$ cat src/rtl/q_argmax_select_pkg.sv
// Shared FP32 helpers for the Q argmax selector: ordered-key mapping, NaN detect, constants.
package q_argmax_select_pkg;

  localparam logic [31:0] FP32_QNAN = 32'h7FC0_0000;
  localparam logic [31:0] FP32_PINF = 32'h7F80_0000;
  localparam logic [31:0] FP32_NINF = 32'hFF80_0000;

  typedef enum logic {
    ST_COLLECT = 1'b0,
    ST_HOLD    = 1'b1
  } sel_state_t;

  // Maps float bits onto an unsigned key whose ordering matches numeric ordering.
  function automatic logic [31:0] fp32_key(input logic [31:0] bits);
    return bits[31] ? ~bits : (bits ^ 32'h8000_0000);
  endfunction

  function automatic logic fp32_is_nan(input logic [31:0] bits);
    return (bits[30:23] == 8'hFF) && (bits[22:0] != 23'd0);
  endfunction

endpackage

$ cat src/rtl/q_argmax_select_fp32_key_cmp.sv
// Combinational ordered-key greater-than between a candidate Q beat and the running best.
module fp32_key_cmp
  import q_argmax_select_pkg::*;
(
  input  logic [31:0] cand,
  input  logic [31:0] best,
  output logic        cand_gt,
  output logic        cand_nan,
  output logic        best_nan
);

  always_comb begin
    cand_gt  = fp32_key(cand) > fp32_key(best);
    cand_nan = fp32_is_nan(cand);
    best_nan = fp32_is_nan(best);
  end

endmodule

$ cat src/rtl/q_argmax_select.sv
// Streams NUM_ARMS Q values per round and returns the index and bits of the largest one.
//   state      | meaning
//   ST_COLLECT | accepting Q beats, tracking the running best
//   ST_HOLD    | result presented, waiting for downstream handshake
module q_argmax_select
  import q_argmax_select_pkg::*;
#(
  parameter int NUM_ARMS = 8,
  parameter int IDX_W    = $clog2(NUM_ARMS)
) (
  input  logic             aclk,
  input  logic             areset,
  input  logic [31:0]      s_axis_q_tdata,
  input  logic             s_axis_q_tvalid,
  output logic             s_axis_q_tready,
  input  logic             s_axis_q_tlast,
  output logic [IDX_W-1:0] m_axis_sel_tdata,
  output logic [31:0]      m_axis_sel_qmax,
  output logic             m_axis_sel_err,
  output logic             m_axis_sel_tvalid,
  input  logic             m_axis_sel_tready
);

  localparam int             LAST_BEAT = NUM_ARMS - 1;
  localparam logic [IDX_W:0] LAST_CNT  = LAST_BEAT[IDX_W:0];

  sel_state_t     state;
  sel_state_t     state_nxt;
  logic [IDX_W:0] cnt;

  logic accept;
  logic at_last;
  logic closing;
  logic round_err;
  logic sel_hs;
  logic take;
  logic cand_gt;
  logic cand_nan;
  logic best_nan;

  // The running best lives directly in the result registers; tvalid qualifies them.
  fp32_key_cmp u_cmp (
    .cand     (s_axis_q_tdata),
    .best     (m_axis_sel_qmax),
    .cand_gt  (cand_gt),
    .cand_nan (cand_nan),
    .best_nan (best_nan)
  );

  always_ff @(posedge aclk or posedge areset) begin
    if (areset) begin
      state <= ST_COLLECT;
    end else begin
      state <= state_nxt;
    end
  end

  always_comb begin
    state_nxt = state;
    case (state)
      ST_COLLECT: if (accept && closing) state_nxt = ST_HOLD;
      ST_HOLD:    if (m_axis_sel_tready) state_nxt = ST_COLLECT;
      default:    state_nxt = ST_COLLECT;
    endcase
  end

  always_comb begin
    s_axis_q_tready   = (state == ST_COLLECT);
    m_axis_sel_tvalid = (state == ST_HOLD);
  end

  always_comb begin
    accept    = s_axis_q_tvalid && s_axis_q_tready;
    sel_hs    = m_axis_sel_tvalid && m_axis_sel_tready;
    at_last   = (cnt == LAST_CNT);
    closing   = s_axis_q_tlast || at_last;
    // Short round (tlast before the final arm) or long round (final arm without tlast).
    round_err = (s_axis_q_tlast && !at_last) || (at_last && !s_axis_q_tlast);
    // A NaN best (only possible from the first beat) yields to any non-NaN beat.
    take      = (cnt == '0) || (!cand_nan && (best_nan || cand_gt));
  end

  always_ff @(posedge aclk or posedge areset) begin
    if (areset) begin
      cnt              <= '0;
      m_axis_sel_tdata <= '0;
      m_axis_sel_qmax  <= '0;
      m_axis_sel_err   <= 1'b0;
    end else if (accept) begin
      cnt <= cnt + 1'b1;
      if (take) begin
        m_axis_sel_tdata <= cnt[IDX_W-1:0];
        m_axis_sel_qmax  <= s_axis_q_tdata;
      end
      if (closing) begin
        m_axis_sel_err <= round_err;
      end
    end else if (sel_hs) begin
      cnt <= '0;
    end
  end

endmodule

$ cat config.mk
export PLATFORM = sky130hd
export DESIGN_NAME = q_argmax_select
export DESIGN_NICKNAME = d
export VERILOG_FILES = /design/src/rtl/q_argmax_select_pkg.sv /design/src/rtl/q_argmax_select_fp32_key_cmp.sv /design/src/rtl/q_argmax_select.sv
export SDC_FILE = /design/constraint.sdc
export NUM_CORES = 1
export LEC_CHECK = 0
export BUFFER_PORTS_ARGS = -buffer_cell sky130_fd_sc_hd__buf_2
export CAP_MARGIN = 20
export CORE_UTILIZATION = 59
export DETAILED_ROUTE_END_ITERATION = 8
export PLACE_DENSITY = 0.84
export SLEW_MARGIN = 0
export SYNTH_ARGS = -nofsm -noshare
export SYNTH_HDL_FRONTEND = slang
export SYNTH_SLANG_ARGS = --single-unit
$ cat constraint.sdc
create_clock -name aclk -period 8 [get_ports aclk]
set_input_delay 0.4 -clock aclk [delete_from_list [all_inputs] [get_ports aclk]]
set_output_delay 0.4 -clock aclk [all_outputs]
set_load 0.01 [all_outputs]
After elaboration in Yosys (flattened, before gate mapping):

Cells that the tools add are included.

* register bits: 41
* input bits: 37
* output and inout port bits: 38

* add/subtract/negate cells: 1
* order comparisons: 1
* equality and inequality tests: 3
* multiplexer cells: 7
* bitwise gates (word level): 5
* reduce and logical (&&, ||, !) cells: 21

Operator list (number)
* $mux W32: 2
* $not A32 Y32: 2
* $reduce_bool A23 Y1: 2
* $gt A32 B32 Y1: 1
* $eq A8 B8 Y1 const B: 2
* $logic_and A1 B1 Y1: 8
* $mux W4: 2
* $add A4 B1 Y4 const B: 1
* $eq A4 B3 Y1 const B: 1
* $logic_not A4 Y1: 1
* $logic_or A1 B1 Y1: 4
* $reduce_and A2 Y1: 2
* $logic_not A1 Y1: 3
* $not A1 Y1: 3
* $mux W1: 2
* $pmux W1 S2: 1
* $reduce_bool A2 Y1: 1

Logic depth before layout (Yosys ltp):

Gate-level depths: netlist of run 1.

* depth in word-level cells: 7
* mapped depth: 13
* depth with buffers taken out: 9

Cells and area by module:

From an unflattened synthesis of run 1, not the netlist that was laid out.

* cells, all modules: 285
* area total of the unflattened synthesis: 3084.2 µm²

By module, submodules not included
* q_argmax_select: times used 1, cells an instance 110, area an instance 1679.1 µm², seq. area each 1026.0 µm²
* fp32_key_cmp: times used 1, cells an instance 175, area an instance 1405.1 µm², seq. area each 0.0 µm²

Worst setup path before layout of run 1:

OpenSTA, ideal clock, no wires.

* kind: in2reg
* start: in s_axis_q_tdata[31]
* end: reg m_axis_sel_tdata[1]
* arrival: 3.055 ns
* required time: 7.874 ns
* setup slack: 4.819 ns
* cell stages on the path: 12
* buffers on the path: 3
* cell sequence: clkbuf_1 > buf_1 > xor2_1 > ha_1 > a21oi_1 > o21ai_1 > a221o_1 > a221o_1 > a21oi_2 > a311oi_2 > buf_2 > a221o_1

* cells in the longest elaborated chain, start to end: 7
* elaborated cells on any way between the ends: 8
* classes of those cells: order compare (1); mux (1); bitwise (2); reduce/logical (4)

Ends and longest elaborated chain
* start, declared: RTL line q_argmax_select.sv:13 `input logic [31:0] s_axis_q_tdata,`
* $not A1 Y1 (no source line) or $not A32 Y32 (tied branches)
* $mux W32 *: RTL line q_argmax_select_pkg.sv:15 `return bits[31] ? ~bits : (bits ^ 32'h8000_0000);`
* $gt A32 B32 Y1 *: RTL line q_argmax_select_fp32_key_cmp.sv:13 `cand_gt = fp32_key(cand) > fp32_key(best);`
* $logic_or A1 B1 Y1 *: RTL line q_argmax_select.sv:80 `take = (cnt == '0) || (!cand_nan && (best_nan || cand_gt));`
* $logic_and A1 B1 Y1 *: RTL line q_argmax_select.sv:80
* $logic_or A1 B1 Y1 *: RTL line q_argmax_select.sv:80
* $reduce_and A2 Y1 (no source line) *
* end signal, assigned: RTL line q_argmax_select.sv:92 `m_axis_sel_tdata <= cnt[IDX_W-1:0];`
* end, declared: RTL line q_argmax_select.sv:17 `output logic [IDX_W-1:0] m_axis_sel_tdata,`

Mark *: on every way between the ends. The rest lies on a longest branch, timed or not.
A chain may end at the register's enable or synchronous reset.

Final worst setup path of run 1:

* start: reg m_axis_sel_qmax[31]
* end: reg m_axis_sel_qmax[28]

* cells in the longest elaborated chain, start to end: 7
* elaborated cells on any way between the ends: 8
* classes of those cells: order compare (1); mux (1); bitwise (2); reduce/logical (4)

Ends and longest elaborated chain
* start, declared: RTL line q_argmax_select.sv:18 `output logic [31:0] m_axis_sel_qmax,`
* start signal, assigned: RTL line q_argmax_select.sv:93 `m_axis_sel_qmax <= s_axis_q_tdata;`
* $not A1 Y1 (no source line) or $not A32 Y32 (tied branches)
* $mux W32 *: RTL line q_argmax_select_pkg.sv:15
* $gt A32 B32 Y1 *: RTL line q_argmax_select_fp32_key_cmp.sv:13
* $logic_or A1 B1 Y1 *: RTL line q_argmax_select.sv:80
* $logic_and A1 B1 Y1 *: RTL line q_argmax_select.sv:80
* $logic_or A1 B1 Y1 *: RTL line q_argmax_select.sv:80
* $reduce_and A2 Y1 (no source line) *

Marks and branches as above.

==> impl_metrics.json, run 1 <==
{
  "area_growth_pct": 15.0,
  "synth_area_leaders": "dfrtp_1, ha_1, a221o_1",
  "vias_per_cell": 6.07,
  "dp_cells": 461,
  "start_kind": "flop",
  "required_ps": 8230,
  "fp.coreArea_mm2": 0.00524,
  "rr_worst_depth": 11,
  "power.share.sequential_pct": 29.1,
  "post_cts_buffers": 0,
  "tritoncts": "done",
  "rrSetupSlack_ps": 4160,
  "path_clk_slew_ps": 70,
  "grt_pass1_wl_um": 13500,
  "arrival_ps": 4060,
  "drv_cap": 0,
  "drtIter0Drc": 173,
  "grt_usage_pct": 28.9,
  "swShare_pct": 45.2,
  "status": "finished clean",
  "clkPwrFrac_pct": 8.5,
  "power_density_mw_per_mm2": 404,
  "critPathKind": "reg -> reg",
  "ys_ff_latch": 41,
  "ioPinCount": 75,
  "fmax_mhz": 261,
  "postSynthAreaPerCell_um2": 9.94,
  "r2r-end": "m_axis_sel_qmax[28]",
  "wl_um": 8000,
  "fin_setup_tns_ps": 0,
  "synthCells": 331,
  "cp.depth": 11,
  "hold_ws_ps": 212,
  "start_util_pct": 62.8,
  "synth-seq-area-share_pct": 31.2,
  "dieWidth_um": 76.7,
  "synth_nets": 403,
  "endpoint_kind": "flop",
  "drv_slew": 0,
  "cts-buffers-inserted": 5,
  "grt_max_degree": 42,
  "setup_violations": 0,
  "wl_per_cell_um": 17.0,
  "crit_path_cell_trace": "buf_4 > xnor2_1 > ha_1 > a21oi_1 > o21ai_1 > a221o_1 > a221o_1 > a21oi_2 > a21o_1 > buf_8 > a221o_1",
  "cts_hold_buf": 0,
  "synth_cell_types": 38,
  "period_share_pct": 48.0,
  "worstMarginPinSlew_ps": 889,
  "grt_overflow": 0,
  "intPower_uw": 838,
  "rsz0062_at_grt": "false",
  "path_max_fanout": 22,
  "hp-class": "in -> async",
  "nets": 471,
  "routed-via-count": 2853,
  "die_area_mm2": 0.00588,
  "combPwrFrac_pct": 62.4,
  "drive_gt1_share_pct": 23.0,
  "critPathTopFamily": "compound AO/OA/AOI/OAI gates",
  "gp_congestion": 0.873,
  "yosys.area.top_type": "dfrtp_1",
  "clkSinkCount": 41,
  "grt_pass1_vias": 2838,
  "fp.dieH_um": 76.7,
  "ant_nets": 0,
  "dpl.hpwl_um": 5950,
  "final_hold_viol_count": 0,
  "row_count": 26,
  "syn-cell-area_mm2": 0.00329,
  "clk_latency_ps": 290,
  "critPathMaxStageDelay_ps": 750,
  "crit_path_frequent_cell": "a221o_1",
  "antenna_cells": 0,
  "power.total_mw": 1.53,
  "drc_errors": 0,
  "layout_min_cycle_time_ps": 3840,
  "critPathSlowestCell": "dfrtp_1",
  "synth_top_area_share_pct": 31.2,
  "power.switching_uw": 692,
  "root_buffer": "clkbuf_8",
  "max_slew_margin_pct": 40.8,
  "p_leak_nw": 1.74,
  "vdd_drop_max_v": 0.000193,
  "worstReg2RegStart": "m_axis_sel_qmax[31]",
  "skew_ps": 8.46,
  "cp_num_buf_inv": 2,
  "cts_resized": 0,
  "antenna_found_initial": 0,
  "fin_cells": 470,
  "htree_levels": 2,
  "synth_warnings": 0,
  "first_pass_iters": 4,
  "clock_path_buffers": 2,
  "port_buffers": 74
}
routing by layer:
metal	share of wire [%]	GRT usage [%]	vias up
li1	-	-	1372
met1	43	37.1	1365
met2	48	46.7	95
met3	5.8	6.07	21
met4	3.2	13.3	0
met5	0	0	-
synthesized netlist by cell type (all sizes together):
master,number
a21o,2
a221o,37
nand3b,1
nor4,11
ha,35
a21oi,15
nand4,9
and2,32
nor3b,1
xor2,31
o31ai,1
nand3,5
a311oi,1
mux2,1
nor2,6
dfrtp,41
nor3,7
xnor2,31
nand2,16
buf,12
inv,8
a31oi,1
a22o,1
a41o,1
a2111oi,1
o21ai,9
nand2b,1
clkbuf,6
and4,4
a211oi,2
nor2b,1
o22a,1
power by group through the flow:
stage | combinational, mW | sequential (mW) | clock [mW]
final | 0.954 | 0.445 | 0.131
after CTS | 0.950 | 0.443 | 0.132
after global placement | 0.893 | 0.441 | 0
after floorplan | 0.675 | 0.449 | 0
after detailed placement | 0.941 | 0.445 | 0
after global routing | 1.07 | 0.459 | 0.143
metrics by stage:
step | worst slack, ps | utilization (%) | cell area [um2]
final | 4160 | 72.2 | 3780
after global routing | 3940 | 72.2 | 3780
after CTS | 3940 | 72.0 | 3770
after detailed placement | 3960 | 70.4 | 3690
after global placement | 4080 | 70.4 | 3690
after floorplan | 4820 | - | 3290
registers in the layout, indices dropped and copies added (netlist names):
| signal | flops |
|---|---|
| m_axis_sel_tvalid | 1 |
| m_axis_sel_err | 1 |
| m_axis_sel_qmax | 32 |
| m_axis_sel_tdata | 3 |
| cnt | 4 |
logic make-up after synthesis:
group	count (synthesis)	share of synthesized area, %
buffers and inverters	26	3.99
DFF	41	31.2
xor gates and xnor gates	62	16.5
adders and majority gates	35	13.3
muxes	1	0.342
and+or+nand+nor	94	16.6
AOI/OAI and AO/OA	72	18.1
how the worst max path moves through the flow:
stage                        start                  end  slack (ps)
2_1_floorplan   s_axis_q_tdata[31]  m_axis_sel_tdata[1]        4820
5_1_grt        m_axis_sel_qmax[31]  m_axis_sel_qmax[20]        3940
6_report       m_axis_sel_qmax[31]  m_axis_sel_qmax[28]        4160
4_1_cts        m_axis_sel_qmax[31]  m_axis_sel_qmax[28]        3940
3_5_place_dp    s_axis_q_tdata[31]  m_axis_sel_qmax[28]        3960
3_3_place_gp    s_axis_q_tdata[31]  m_axis_sel_qmax[31]        4080
cell usage in the layout (no fill, tap or decap), types with 2 or more instances in the layout:
cell and n:
nand2_1 16, buf_4 4, o21ai_0 8, xor2_1 31, clkbuf_8 5, a21oi_1 13, nor2_1 6, clkbuf_1 3
a21o_1 2, nor3_1 6, a211oi_1 2, inv_1 8, ha_1 35, nor4_1 10, nand3_1 5, nand4_1 9
buf_2 74, a21oi_2 2, dfrtp_1 41, a221o_1 37, and4_1 4, and2_1 32, xnor2_1 31
area by class of cell:
type,instances,area (um2)
Timing Repair Buffer,79,415
Tap cell,70,87.6
Sequential cell,41,1030
Clock buffer,8,80.1
Multi-Input combinational cell,264,2140
Inverter,8,30.0
Fill cell,411,1450
worst reg2reg max path: stages, from the launching register on:
cell and delay [ps]:
dfrtp_1 750, buf_4 450, xnor2_1 170, ha_1 260, a21oi_1 160, o21ai_1 80, a221o_1 340, a221o_1 320
a21oi_2 220, a21o_1 580, buf_8 250, a221o_1 180
Power figures use the tool's default switching activity.
==> inputs of run 2 (changes only) <==
--- a/config.mk
+++ b/config.mk
@@ -7,9 +7,9 @@
 export LEC_CHECK = 0
 export BUFFER_PORTS_ARGS = -buffer_cell sky130_fd_sc_hd__buf_2
 export CAP_MARGIN = 20
-export CORE_UTILIZATION = 59
+export CORE_UTILIZATION = 50
 export DETAILED_ROUTE_END_ITERATION = 8
-export PLACE_DENSITY = 0.84
+export PLACE_DENSITY = 0.76
 export SLEW_MARGIN = 0
 export SYNTH_ARGS = -nofsm -noshare
 export SYNTH_HDL_FRONTEND = slang
==> constraint.sdc (replaced) <==
create_clock -name aclk -period 3.15 [get_ports aclk]
set_input_delay 0.1575 -clock aclk [delete_from_list [all_inputs] [get_ports aclk]]
set_output_delay 0.1575 -clock aclk [all_outputs]
set_load 0.01 [all_outputs]
==> run 2 against run 1 <==
The flow now finishes with violations (negative setup slack); non-clock buffer count rose by 28; wire length rose by 14%; power rose to 3.0 times the previous value; clock power rose to 3.9 times the previous value; utilization fell by 5.9 points; sequential share of layout area fell by 2.8 points; via count rose by 7.5%; clock skew fell by 3.1 ps; critical endpoint is now m_axis_sel_tdata[2].
==> impl_metrics.json, run 2 (synthesis gave the netlist of run 1 again) <==
{
  "status": "finished with violations",
  "violations": "negative setup slack",
  "start_kind": "flop",
  "final_hold_viol_count": 0,
  "fp.coreArea_mm2": 0.00635,
  "p_leak_nw": 1.96,
  "final_common_cell": "buf_2",
  "drc_errors": 0,
  "grt_overflow": 0,
  "required_ps": 3330,
  "combPwrFrac_pct": 65.2,
  "power.switching_mw": 1.96,
  "power_density_mw_per_mm2": 1090,
  "hp-class": "in -> async",
  "top_register": "m_axis_sel_qmax",
  "skew_ps": 5.39,
  "hold_ws_ps": 11.2,
  "path_clk_slew_ps": 80,
  "first_pass_iters": 4,
  "nets": 501,
  "antenna_found_initial": 0,
  "root_buffer": "clkbuf_8",
  "dp_cells": 487,
  "clk_latency_ps": 300,
  "postLayoutCoreUtil_pct": 66.3,
  "r2r-end": "m_axis_sel_tdata[2]",
  "area_growth_pct": 28.0,
  "layout_min_cycle_time_ps": 3180,
  "wl_per_cell_um": 17.9,
  "worstReg2RegStart": "m_axis_sel_qmax[31]",
  "design_area_mm2": 0.00421,
  "dieWidth_um": 83.1,
  "drv_cap": 0,
  "fp.dieH_um": 83.1,
  "die_area_mm2": 0.00691,
  "power.total_mw": 4.59,
  "fmax_mhz": 314,
  "clock_path_buffers": 2,
  "htree_levels": 2,
  "ioPinCount": 75,
  "row_count": 29,
  "fin_setup_tns_ps": -203,
  "routed-via-count": 3067,
  "fin_cells": 507,
  "clkSinkCount": 41,
  "port_buffers": 74,
  "clkPwrFrac_pct": 11.1,
  "rrSetupSlack_ps": -30,
  "power.share.sequential_pct": 23.7,
  "drtIter0Drc": 160,
  "grt_max_degree": 23,
  "setup_slack_ps": -33.1,
  "dpl.hpwl_um": 6400,
  "ant_nets": 0,
  "max_slew_margin_pct": 44.4,
  "drive_gt1_share_pct": 29.8,
  "rr_worst_depth": 12,
  "critPathKind": "reg -> reg",
  "largest_register_ffs": 32,
  "swShare_pct": 42.8,
  "cts-buffers-inserted": 5,
  "antenna_cells": 0,
  "start_util_pct": 51.8,
  "arrival_ps": 3370,
  "grt_pass1_wl_um": 14200,
  "worstMarginPinSlew_ps": 834,
  "pre_cts_ws_ps": -205,
  "tritoncts": "done",
  "path_max_fanout": 14,
  "drv_slew": 0,
  "vias_per_cell": 6.05,
  "endpoint_kind": "flop",
  "grt_pass1_vias": 2886,
  "setup_violations": 9,
  "mostFrequentLayoutCells": "buf_2, dfrtp_1, a221o_1",
  "period_share_pct": 101,
  "gp_congestion": 0.847,
  "postPlaceCellArea_mm2": 0.00388,
  "wl_um": 9090,
  "vdd_drop_max_v": 0.000601,
  "grt_usage_pct": 25.6,
  "top_regs": "m_axis_sel_qmax: 32 flops, cnt: 4 flops, m_axis_sel_tdata: 3 flops",
  "intPower_mw": 2.63
}
==> run 2: routing by layer <==
| layer | part of all wire (%) | wire length [um] | up-vias | GRT usage [%] |
|---|---|---|---|---|
| met3 | 6.0 | 541 | 18 | 5.07 |
| li1 | - | - | 1443 | - |
| met2 | 47 | 4310 | 110 | 41.5 |
| met5 | 0 | 0 | - | 0 |
| met4 | 2.3 | 210 | 0 | 9.56 |
| met1 | 44 | 4020 | 1496 | 33.8 |
==> run 2: how the worst max path moves through the flow <==
stage / startpoint / slack, ps / to
after global placement: m_axis_sel_qmax[31] / -100 / m_axis_sel_qmax[27]
after CTS: m_axis_sel_qmax[31] / -80 / m_axis_sel_tdata[1]
after global routing: m_axis_sel_qmax[31] / -100 / m_axis_sel_qmax[9]
after floorplan: m_axis_sel_qmax[31] / 80 / m_axis_sel_tdata[1]
after detailed placement: m_axis_sel_qmax[31] / -210 / m_axis_sel_qmax[20]
final: m_axis_sel_qmax[31] / -30 / m_axis_sel_tdata[2]
==> run 2: area by class of cell <==
cell class              count  area [um2]
fillers                   496        2140
inverters                   8        30.0
multi-input cells         266        2210
flip-flops and latches     41        1030
clock inverters             3        65.1
well taps                  77        96.3
repair buffers            107         713
clock buffers               5        68.8
==> run 2: worst max-delay path: stages (launching register included) <==
cell       delay, ps
dfrtp_1          410
buf_12           170
xnor2_1          120
ha_1             310
a211oi_1         270
a211oi_1         120
a2111oi_0        540
o31ai_1          220
a21oi_4          220
buf_6            130
a311oi_4          50
clkbuf_16        210
a221o_1          280
==> run 2: what timing repair did <==
action / in CTS / in global routing
hold buffers: 0 / 0
endpoints found under the setup margin: 35 / 35
gates cloned: 1 / 3
gates resized for setup: 0 / 13
buffers inserted: 0 / 8
pin swaps: 1 / 4
==> run 2: power groups by stage <==
stage               combinational [mW]  sequential, mW  clock (mW)
global placement                  2.52            1.08           0
finish                            3.00            1.09       0.510
floorplan                         1.72            1.14           0
CTS                               2.69            1.08       0.515
global route                      3.29            1.12       0.536
detailed placement                2.64            1.08           0
==> inputs of run 3 (changes only) <==
--- a/config.mk
+++ b/config.mk
@@ -9,7 +9,7 @@
 export CAP_MARGIN = 20
 export CORE_UTILIZATION = 50
 export DETAILED_ROUTE_END_ITERATION = 8
-export PLACE_DENSITY = 0.76
+export PLACE_DENSITY = 0.81
 export SLEW_MARGIN = 0
 export SYNTH_ARGS = -nofsm -noshare
 export SYNTH_HDL_FRONTEND = slang
==> constraint.sdc (replaced) <==
create_clock -name aclk -period 3.15 [get_ports aclk]
set_input_delay 0.315 -clock aclk [delete_from_list [all_inputs] [get_ports aclk]]
set_output_delay 0.315 -clock aclk [all_outputs]
set_load 0.01 [all_outputs]
==> run 3 against run 2 <==
The run now ends clean; first-iteration DRC count down 12%; hold slack better by 130 ps; sequential power about the same; critical endpoint is now m_axis_sel_qmax[5]; largest power group unchanged; highest routed layer unchanged.
==> impl_metrics.json, run 3 (synthesis gave the netlist of run 1 again) <==
{
  "cts-buffers-inserted": 5,
  "antenna_found_initial": 0,
  "nFillCells": 507,
  "layout_min_cycle_time_ps": 3140,
  "ioPinCount": 75,
  "skew_ps": 5.13,
  "path_clk_slew_ps": 90,
  "grt_pass1_vias": 2949,
  "critPathTopFamily": "compound AO/OA/AOI/OAI gates",
  "hold_ws_ps": 140,
  "die_area_mm2": 0.00691,
  "grt_usage_pct": 25.7,
  "critPathMaxStageDelay_ps": 430,
  "power_density_mw_per_mm2": 1050,
  "setup_violations": 0,
  "htree_levels": 2,
  "hp-class": "in -> async",
  "dp_cells": 486,
  "clkSinkCount": 41,
  "clock_path_buffers": 2,
  "path_max_fanout": 15,
  "drtIter0Drc": 141,
  "drv_slew": 0,
  "dieWidth_um": 83.1,
  "dpl.hpwl_um": 6560,
  "drive_gt1_share_pct": 27.0,
  "top_register": "m_axis_sel_qmax",
  "root_buffer": "clkbuf_8",
  "wl_um": 8650,
  "period_share_pct": 99.7,
  "post_cts_buffers": 0,
  "antenna_cells": 0,
  "vdd_drop_max_v": 0.000588,
  "critPathKind": "reg -> reg",
  "required_ps": 3340,
  "cts_hold_buf": 0,
  "first_pass_iters": 4,
  "p_leak_nw": 1.88,
  "largest_register_ffs": 32,
  "vias_per_cell": 6.00,
  "row_count": 29,
  "fin_setup_tns_ps": 0,
  "endpoint_kind": "flop",
  "top_regs": "m_axis_sel_qmax: 32 flops, cnt: 4 flops, m_axis_sel_tdata: 3 flops",
  "regArea_mm2": 0.00103,
  "status": "finished clean",
  "max_slew_margin_pct": 29.9,
  "nets": 489,
  "critPathSlowestCell": "dfrtp_1",
  "final_hold_viol_count": 0,
  "grt_max_degree": 23,
  "area_growth_pct": 23.1,
  "crit_path_frequent_cell": "a221o_1",
  "gp_congestion": 0.883,
  "cp_num_buf_inv": 2,
  "fmax_mhz": 318,
  "rsz0062_at_grt": "true",
  "fp.coreArea_mm2": 0.00635,
  "grt_overflow": 0,
  "ant_nets": 0,
  "arrival_ps": 3330,
  "drc_errors": 0,
  "wl_per_cell_um": 17.5,
  "grt_pass1_wl_um": 14200,
  "worstMarginPinSlew_ps": 1050,
  "port_buffers": 74,
  "start_kind": "flop",
  "clk_latency_ps": 310,
  "fin_cells": 495,
  "power.total_mw": 4.27,
  "final_common_cell": "buf_2",
  "crit_path_cell_trace": "buf_12 > xnor2_1 > ha_1 > and4_1 > a221o_1 > a221o_1 > a21oi_2 > a311oi_4 > buf_4 > a221o_1",
  "routed-via-count": 2968,
  "multiInputGateArea_mm2": 0.00216,
  "mostFrequentLayoutCells": "buf_2, dfrtp_1, a221o_1",
  "tritoncts": "done",
  "fp.dieH_um": 83.1,
  "drv_cap": 0,
  "start_util_pct": 51.8
}
-- run 3: cell count changes in the layout (fill, tap and decap cells not counted) --
cell       change
buf_6          -3
clkbuf_16      -1
a311oi_4       -1
clkinv_2       -1
xnor2_2        -2
xnor2_1        +2
buf_4          -7
inv_6          +1
a21oi_4        -1
a21oi_1        +1
-- run 3: final timing paths --
path / startpoint / end / slack [ps] / cells past startpoint
min: areset / m_axis_sel_qmax[31] / 140 / 2
min in group aclk: s_axis_q_tdata[25] / m_axis_sel_qmax[25] / 290 / 2
max reg2reg: m_axis_sel_qmax[31] / m_axis_sel_qmax[5] / 10 / 10
max in group asynchronous: areset / m_axis_sel_qmax[28] / 2220 / 3
min reg2reg: m_axis_sel_err / m_axis_sel_err / 520 / 1
max: m_axis_sel_qmax[31] / m_axis_sel_qmax[5] / 10 / 10
-- run 3: worst reg2reg max path: stages (launching register included) --
cell	delay, ps
dfrtp_1	430
buf_12	180
xnor2_1	280
ha_1	320
and4_1	210
a221o_1	310
a221o_1	320
a21oi_2	250
a311oi_4	160
buf_4	260
a221o_1	310
-- run 3: per-layer routing --
layer	global-route usage [%]	routed length [um]
met1	33.2	3760
met2	42.9	4140
met3	4.57	541
met4	9.72	205
met5	0	0
-- run 3: timing repair --
item	CTS	global route
gates resized for setup	1	0
pin swaps	1	0
endpoints found under the setup margin	15	26
gates cloned	1	0
-- run 3: where the power goes --
group          switching (mW)  internal (mW)  total (mW)
Sequential              0.308          0.778        1.09
Combinational            1.34           1.31        2.65
Clock                   0.210          0.319       0.529
Total                    1.86           2.41        4.27
-- run 3: per-stage QoR --
step	cell area, um2	worst slack, ps	utilization, %
6_report	4050	10.0	63.8
4_1_cts	4050	43.6	63.8
2_1_floorplan	3290	54.5	-
3_3_place_gp	3890	-21.6	61.3
5_1_grt	4050	-92.3	63.8
3_5_place_dp	3890	-148	61.3
-- run 3: area by class of cell --
| type | count | share of cell area [%] |
|---|---|---|
| Multi-Input combinational cell | 265 | 53.3 |
| Sequential cell | 41 | 25.3 |
| Timing Repair Buffer | 96 | 14.9 |
| Tap cell | 77 | 2.38 |
| Clock buffer | 5 | 1.70 |
| Clock inverter | 3 | 1.70 |
| Inverter | 8 | 0.741 |
